==> config.mk <==
export PLATFORM = sky130hd
export DESIGN_NAME = data_mem_arb_flat
export DESIGN_NICKNAME = d
export VERILOG_FILES = /design/src/rtl/data_mem_arb_if.sv /design/src/rtl/data_mem_arb.sv /design/src/flat_wrapper.sv
export SDC_FILE = /design/constraint.sdc
export NUM_CORES = 1
export LEC_CHECK = 0
export ABC_CLOCK_PERIOD_IN_PS = 4500
export BUFFER_PORTS_ARGS = -buffer_cell sky130_fd_sc_hd__buf_2
export CAP_MARGIN = 5
export CORE_AREA = 4 4 100 102
export CTS_CLUSTER_DIAMETER = 50
export DETAILED_ROUTE_END_ITERATION = 10
export DIE_AREA = 0 0 104 106
export PLACE_DENSITY = 0.73
export SYNTH_ARGS = -nofsm -noshare
export SYNTH_HDL_FRONTEND = slang
export SYNTH_SLANG_ARGS = --single-unit
==> constraint.sdc <==
create_clock -name clk -period 4.5 [get_ports clk]
set_input_delay 0.45 -clock clk [delete_from_list [all_inputs] [get_ports clk]]
set_output_delay 0.45 -clock clk [all_outputs]
set_load 0.02 [all_outputs]
==> src/rtl/data_mem_arb_if.sv <==
// Request/response bundle between one data-memory master and the arbiter.
interface data_mem_arb_if #(
    parameter int unsigned ADDR_WIDTH = 15,
    parameter int unsigned DATA_WIDTH = 32
);
    localparam int unsigned BE_WIDTH = DATA_WIDTH / 8;

    logic                  req;
    logic                  gnt;
    logic [ADDR_WIDTH-1:0] addr;
    logic                  we;
    logic [BE_WIDTH-1:0]   be;
    logic [DATA_WIDTH-1:0] wdata;
    logic                  rvalid;
    logic [DATA_WIDTH-1:0] rdata;

    modport master (
        output req, addr, we, be, wdata,
        input  gnt, rvalid, rdata
    );

    modport slave (
        input  req, addr, we, be, wdata,
        output gnt, rvalid, rdata
    );
endinterface

==> src/rtl/data_mem_arb.sv <==
// Round-robin arbiter merging two masters onto the single-port data RAM.
// Tracks each accepted access through the RAM's one-cycle read latency,
// steers the response to its owner and holds the last read data per master.
module data_mem_arb #(
    parameter int unsigned ADDR_WIDTH = 15,
    parameter int unsigned DATA_WIDTH = 32
) (
    input  logic                      clk,
    input  logic                      rst,
    data_mem_arb_if.slave             m0,
    data_mem_arb_if.slave             m1,
    output logic                      mem_en,
    output logic [ADDR_WIDTH-1:0]     mem_addr,
    output logic                      mem_we,
    output logic [DATA_WIDTH/8-1:0]   mem_be,
    output logic [DATA_WIDTH-1:0]     mem_wdata,
    input  logic [DATA_WIDTH-1:0]     mem_rdata
);

    typedef enum logic {
        OWNER_M0 = 1'b0,
        OWNER_M1 = 1'b1
    } owner_e;

    // Arbitration and response state
    owner_e                last_gnt, last_gnt_d;
    logic                  rsp_valid, rsp_valid_d;
    owner_e                rsp_owner, rsp_owner_d;
    logic                  rsp_we, rsp_we_d;
    logic [DATA_WIDTH-1:0] hold0, hold0_d;
    logic [DATA_WIDTH-1:0] hold1, hold1_d;

    logic gnt0, gnt1;
    logic rd_rsp0, rd_rsp1;

    // Grant selection: lone requester wins, contention goes to the master not granted last
    always_comb begin
        gnt0 = 1'b0;
        gnt1 = 1'b0;
        if (!rst) begin
            if (m0.req && m1.req) begin
                gnt0 = (last_gnt == OWNER_M1);
                gnt1 = (last_gnt == OWNER_M0);
            end else begin
                gnt0 = m0.req;
                gnt1 = m1.req;
            end
        end
    end

    // Memory request mux; all fields idle at zero when nobody is granted
    always_comb begin
        mem_en    = 1'b0;
        mem_addr  = '0;
        mem_we    = 1'b0;
        mem_be    = '0;
        mem_wdata = '0;
        if (gnt0) begin
            mem_en    = 1'b1;
            mem_addr  = m0.addr;
            mem_we    = m0.we;
            mem_be    = m0.be;
            mem_wdata = m0.wdata;
        end else if (gnt1) begin
            mem_en    = 1'b1;
            mem_addr  = m1.addr;
            mem_we    = m1.we;
            mem_be    = m1.be;
            mem_wdata = m1.wdata;
        end
    end

    // Read responses in flight this cycle, per master
    always_comb begin
        rd_rsp0 = rsp_valid && (rsp_owner == OWNER_M0) && !rsp_we;
        rd_rsp1 = rsp_valid && (rsp_owner == OWNER_M1) && !rsp_we;
    end

    // Master-facing grant and response outputs; read data passes through on its response cycle
    always_comb begin
        m0.gnt    = gnt0;
        m1.gnt    = gnt1;
        m0.rvalid = rsp_valid && (rsp_owner == OWNER_M0);
        m1.rvalid = rsp_valid && (rsp_owner == OWNER_M1);
        m0.rdata  = rd_rsp0 ? mem_rdata : hold0;
        m1.rdata  = rd_rsp1 ? mem_rdata : hold1;
    end

    // Next-state: record the accepted access and capture read data into the owner's hold register
    always_comb begin
        last_gnt_d  = last_gnt;
        rsp_valid_d = gnt0 || gnt1;
        rsp_owner_d = rsp_owner;
        rsp_we_d    = rsp_we;
        hold0_d     = hold0;
        hold1_d     = hold1;
        if (gnt0) begin
            last_gnt_d  = OWNER_M0;
            rsp_owner_d = OWNER_M0;
            rsp_we_d    = m0.we;
        end else if (gnt1) begin
            last_gnt_d  = OWNER_M1;
            rsp_owner_d = OWNER_M1;
            rsp_we_d    = m1.we;
        end
        if (rd_rsp0) begin
            hold0_d = mem_rdata;
        end
        if (rd_rsp1) begin
            hold1_d = mem_rdata;
        end
    end

    // State registers; reset drops any pending response and restores m0 priority
    always_ff @(posedge clk or posedge rst) begin
        if (rst) begin
            last_gnt  <= OWNER_M1;
            rsp_valid <= 1'b0;
            rsp_owner <= OWNER_M0;
            rsp_we    <= 1'b0;
            hold0     <= '0;
            hold1     <= '0;
        end else begin
            last_gnt  <= last_gnt_d;
            rsp_valid <= rsp_valid_d;
            rsp_owner <= rsp_owner_d;
            rsp_we    <= rsp_we_d;
            hold0     <= hold0_d;
            hold1     <= hold1_d;
        end
    end

endmodule

==> src/flat_wrapper.sv <==
// flat-port wrapper written by rule: the top's interface ports become plain ports
module data_mem_arb_flat 
#(
    parameter int unsigned ADDR_WIDTH = 15,
    parameter int unsigned DATA_WIDTH = 32
)
  (clk, rst, mem_en, mem_addr, mem_we, mem_be, mem_wdata, mem_rdata, m0_req, m0_addr, m0_we, m0_be, m0_wdata, m0_gnt, m0_rvalid, m0_rdata, m1_req, m1_addr, m1_we, m1_be, m1_wdata, m1_gnt, m1_rvalid, m1_rdata);
  data_mem_arb_if #(.ADDR_WIDTH(ADDR_WIDTH), .DATA_WIDTH(DATA_WIDTH)) m0_i ();
  data_mem_arb_if #(.ADDR_WIDTH(ADDR_WIDTH), .DATA_WIDTH(DATA_WIDTH)) m1_i ();
  input  logic clk;
  input  logic rst;
  output logic mem_en;
  output logic [ADDR_WIDTH-1:0] mem_addr;
  output logic mem_we;
  output logic [DATA_WIDTH/8-1:0] mem_be;
  output logic [DATA_WIDTH-1:0] mem_wdata;
  input  logic [DATA_WIDTH-1:0] mem_rdata;
  input wire logic [$bits(m0_i.req)-1:0] m0_req;
  input wire logic [$bits(m0_i.addr)-1:0] m0_addr;
  input wire logic [$bits(m0_i.we)-1:0] m0_we;
  input wire logic [$bits(m0_i.be)-1:0] m0_be;
  input wire logic [$bits(m0_i.wdata)-1:0] m0_wdata;
  output wire logic [$bits(m0_i.gnt)-1:0] m0_gnt;
  output wire logic [$bits(m0_i.rvalid)-1:0] m0_rvalid;
  output wire logic [$bits(m0_i.rdata)-1:0] m0_rdata;
  input wire logic [$bits(m1_i.req)-1:0] m1_req;
  input wire logic [$bits(m1_i.addr)-1:0] m1_addr;
  input wire logic [$bits(m1_i.we)-1:0] m1_we;
  input wire logic [$bits(m1_i.be)-1:0] m1_be;
  input wire logic [$bits(m1_i.wdata)-1:0] m1_wdata;
  output wire logic [$bits(m1_i.gnt)-1:0] m1_gnt;
  output wire logic [$bits(m1_i.rvalid)-1:0] m1_rvalid;
  output wire logic [$bits(m1_i.rdata)-1:0] m1_rdata;
  assign m0_i.req = m0_req;
  assign m0_i.addr = m0_addr;
  assign m0_i.we = m0_we;
  assign m0_i.be = m0_be;
  assign m0_i.wdata = m0_wdata;
  assign m0_gnt = m0_i.gnt;
  assign m0_rvalid = m0_i.rvalid;
  assign m0_rdata = m0_i.rdata;
  assign m1_i.req = m1_req;
  assign m1_i.addr = m1_addr;
  assign m1_i.we = m1_we;
  assign m1_i.be = m1_be;
  assign m1_i.wdata = m1_wdata;
  assign m1_gnt = m1_i.gnt;
  assign m1_rvalid = m1_i.rvalid;
  assign m1_rdata = m1_i.rdata;
  data_mem_arb #(.ADDR_WIDTH(ADDR_WIDTH), .DATA_WIDTH(DATA_WIDTH)) u_core (.clk(clk), .rst(rst), .m0(m0_i), .m1(m1_i), .mem_en(mem_en), .mem_addr(mem_addr), .mem_we(mem_we), .mem_be(mem_be), .mem_wdata(mem_wdata), .mem_rdata(mem_rdata));
endmodule
==> metrics.md <==
| Metric | Value |
|---|---|
| CTS tree | built |
| CTS buffer count | 9 |
| CP endpoint kind | output port |
| Share of cells above drive strength 1 | 73.2% |
| Power per cell area | 518 nW/µm² |
| Synth Area in Adders | 0% |
| Fin Clk Skew | 0.00759 ns |
| Post-Syn Area | 3140 µm² |
| Synth Area in XOR/XNOR | 0% |
| Slowest-stage cell, CP | a211oi_4 |
| Hold WC Path Type | input port to register |
| Post-DP HPWL | 8830 µm |
| Number of synthesis warnings | 0 |
| Top FF cell, synth | dfrtp_1 |
| Antenna violations before repair | 1 |
| Fill count | 821 |
| Remaining DRCs | 0 |
| Post-CTS Setup Bufs | 0 |
| GRT Residual Overflow | 0 |
| Total Routing Usage GR | 19.0% |
| Status | complete, no violations |
| First-pass GRT wire length | 16400 µm |
| Sequential share of the synthesized area | 54.2% |
| Met1 GRT Util | between 20% and 30% |
| First-pass DRT Iterations | 5 |
| Vias in the first global route | 3013 |
| Clock Pin Slew Worst Setup and Hold Paths | 0.07 ns |
| Grt met3 use | 6.38% |
| Mean Syn Cell Area | 14.6 µm² |
| Max_slew headroom | 22.3% |
| CTS Hold Bufs | 0 |
| Placement Setup Slack | about 1.7 ns |
| Largest net degree at the start of global routing | 69 |
| CP Cell Sequence | a211oi_4, buf_4, a22o_1, buf_2 |
| # IOs | 261 |
| Critical Path Max Stage Delay | 0.96 ns |
| Largest family of logic cells by synthesized area | multiplexers |
| Crit path kind | register to output port |
| Clock tree root buffer cell | clkbuf_8 |
| Row count | 35 |
| Gpl congestion | 0.961 |
| Gr busiest metal | met2 |
| Synth cell types | 22 |
| Worst-path maximum fanout | 32 |
| Synth Area in Compound Gates | roughly 16% |
| CP arrival | 2.48 ns |
| Nets | 613 |
| Antenna-violating nets left | 0 |
| Actual slew at the worst max-slew pin | 1.16 ns |
| Period minus WS final | 2.93 ns |
| Chip Width | 104 µm |
| Number of synthesized register bits | 68 |
| Final Setup Violations | 0 |
| Sink Count | 68 |
| GR Util met2 | 32.1% |
| Asr flop ratio synth | 100% |
| Mux cell area share after synthesis | 22.9% |
| VDD IR max | 0.000254 V |
| Die area | 11000 µm² |
| H-tree levels | 3 |
| Period utilization | 65.2% |
| Post-Route WL | 10900 µm |
| 1st-iter DRT viols | about 110 |
| Vias per inst | 4.91 |
| Placeable Area | 9110 µm² |
| Synthesized Nets | between 300 and 400 |
| PnR worst setup slack | 1.57 ns |
| Post-cts sizing count | 0 |
| Mapped Cells | 216 |
| Via Count | slightly below 3000 |
| Worst path required time | 4.05 ns |
| Starting density of the core | 34.5% |
| Port bufs | 260 |
| Synth-to-layout area growth | 49.2% |
| Crit path buf inv count | 2 |
| Fin util | 51.5% |
| Setup crit start kind | register |
| Post-synth EDFFs | 0 |
| Peak Freq | 341 MHz |
| Simple-Gate Fraction of Synth Area | 1.67% |
| Die Y | about 110 µm |
| LEAKAGE | 2.52 nW |
| Largest delay share family, worst path | compound AO/OA/AOI/OAI gates |
| Setup_tns | 0 ns |
| Final max-slew violation count | 0 |
| RSZ-0062 raised after global routing | no |
| Max-Cap Viols | 0 |
| Worst skew pair latency | about 0.33 ns |
| # diodes | 0 |
| Final Hold Fails | 0 |
| Clock buffer depth | 2 |
| Wire per inst | between 15 and 20 µm |
==> placed cells by master, fill, tap and decap left out, types with 2 or more instances in the layout <==
cell type	n
a22o_1	52
buf_2	260
buf_4	4
bufinv_16	2
clkbuf_8	9
clkinvlp_4	2
dfrtp_1	67
inv_1	2
mux2_1	2
mux2_2	62
==> synth_stat cells (2+ instances only) <==
| master | number | share of area, % |
|---|---|---|
| inv_1 | 3 | 0.36 |
| clkbuf_8 | 3 | 1.3 |
| a22o_1 | 52 | 14 |
| buf_2 | 7 | 1.1 |
| buf_6 | 3 | 1.1 |
| mux2_1 | 2 | 0.72 |
| dfrtp_1 | 67 | 53 |
| mux2_2 | 62 | 22 |
| buf_4 | 4 | 0.96 |
==> power by group <==
group	switching, mW	leakage [nW]	internal [mW]
sequential	0.0538	0.797	0.818
combinational	0.609	1.62	0.406
clock	0.230	0.102	0.310
==> worst reg2reg max path, delay by kind of cell, from the launching register on <==
kind / cells / cell delay (ns)
flops: 1 / 0.39
buf+inv: 1 / 0.43
compound gates: 2 / 1.16
==> stage by stage <==
step	hold WS [ns]	cells	power [mW]	cell area, µm²
after floorplan	0.507	216	1.54	3140
after global placement	0.464	573	1.88	4480
after detailed placement	0.479	573	1.91	4480
after CTS	0.352	588	2.46	4690
after global routing	0.360	588	2.56	4690
final	0.379	588	2.43	4690
==> worst paths after layout <==
| path | to | start | cells past startpoint | slack [ns] |
|---|---|---|---|---|
| worst max-delay path | mem_wdata[15] | u_core.last_gnt | 4 | 1.57 |
| worst min-delay path | u_core.hold1[20] | mem_rdata[20] | 2 | 0.38 |
| worst max register to register | u_core.rsp_we | u_core.last_gnt | 3 | 2.45 |
| worst min register to register | u_core.hold1[7] | u_core.hold1[7] | 1 | 0.49 |
| max in group asynchronous | u_core.hold1[16] | rst | 3 | 3.51 |
| min in group asynchronous | u_core.rsp_we | rst | 3 | 0.43 |
==> layout make-up <==
type | instances | area (µm²) | area share (%)
Multi-Input combinational cell | 127 | 1290 | 27.6
Clock buffer | 9 | 124 | 2.64
Tap cell | 111 | 139 | 2.96
Clock inverter | 6 | 88.8 | 1.89
Inverter | 3 | 11.3 | 0.240
Timing Repair Buffer | 264 | 1330 | 28.4
Sequential cell | 68 | 1700 | 36.3
==> registers in the layout, indices dropped and copies added (netlist names) <==
| name | flops |
|---|---|
| u_core.hold0 | 32 |
| u_core.hold1 | 32 |
| u_core.last_gnt | 1 |
| u_core.rsp_owner | 1 |
| u_core.rsp_valid | 1 |
| u_core.rsp_we | 1 |
==> metal layers <==
layer	share of wire (%)	up-vias
li1	-	1328
met1	39	1396
met2	49	146
met3	8.9	18
met4	2.5	2
met5	0.12	-
==> kinds of logic after synthesis <==
kind of cell	count (synthesis)
flip-flops	68
multiplexers	64
AO/OA/AOI/OAI	58
buffers and inverters	21
AND/OR/NAND/NOR	5
No activity file was read; power rests on OpenSTA's default activity.
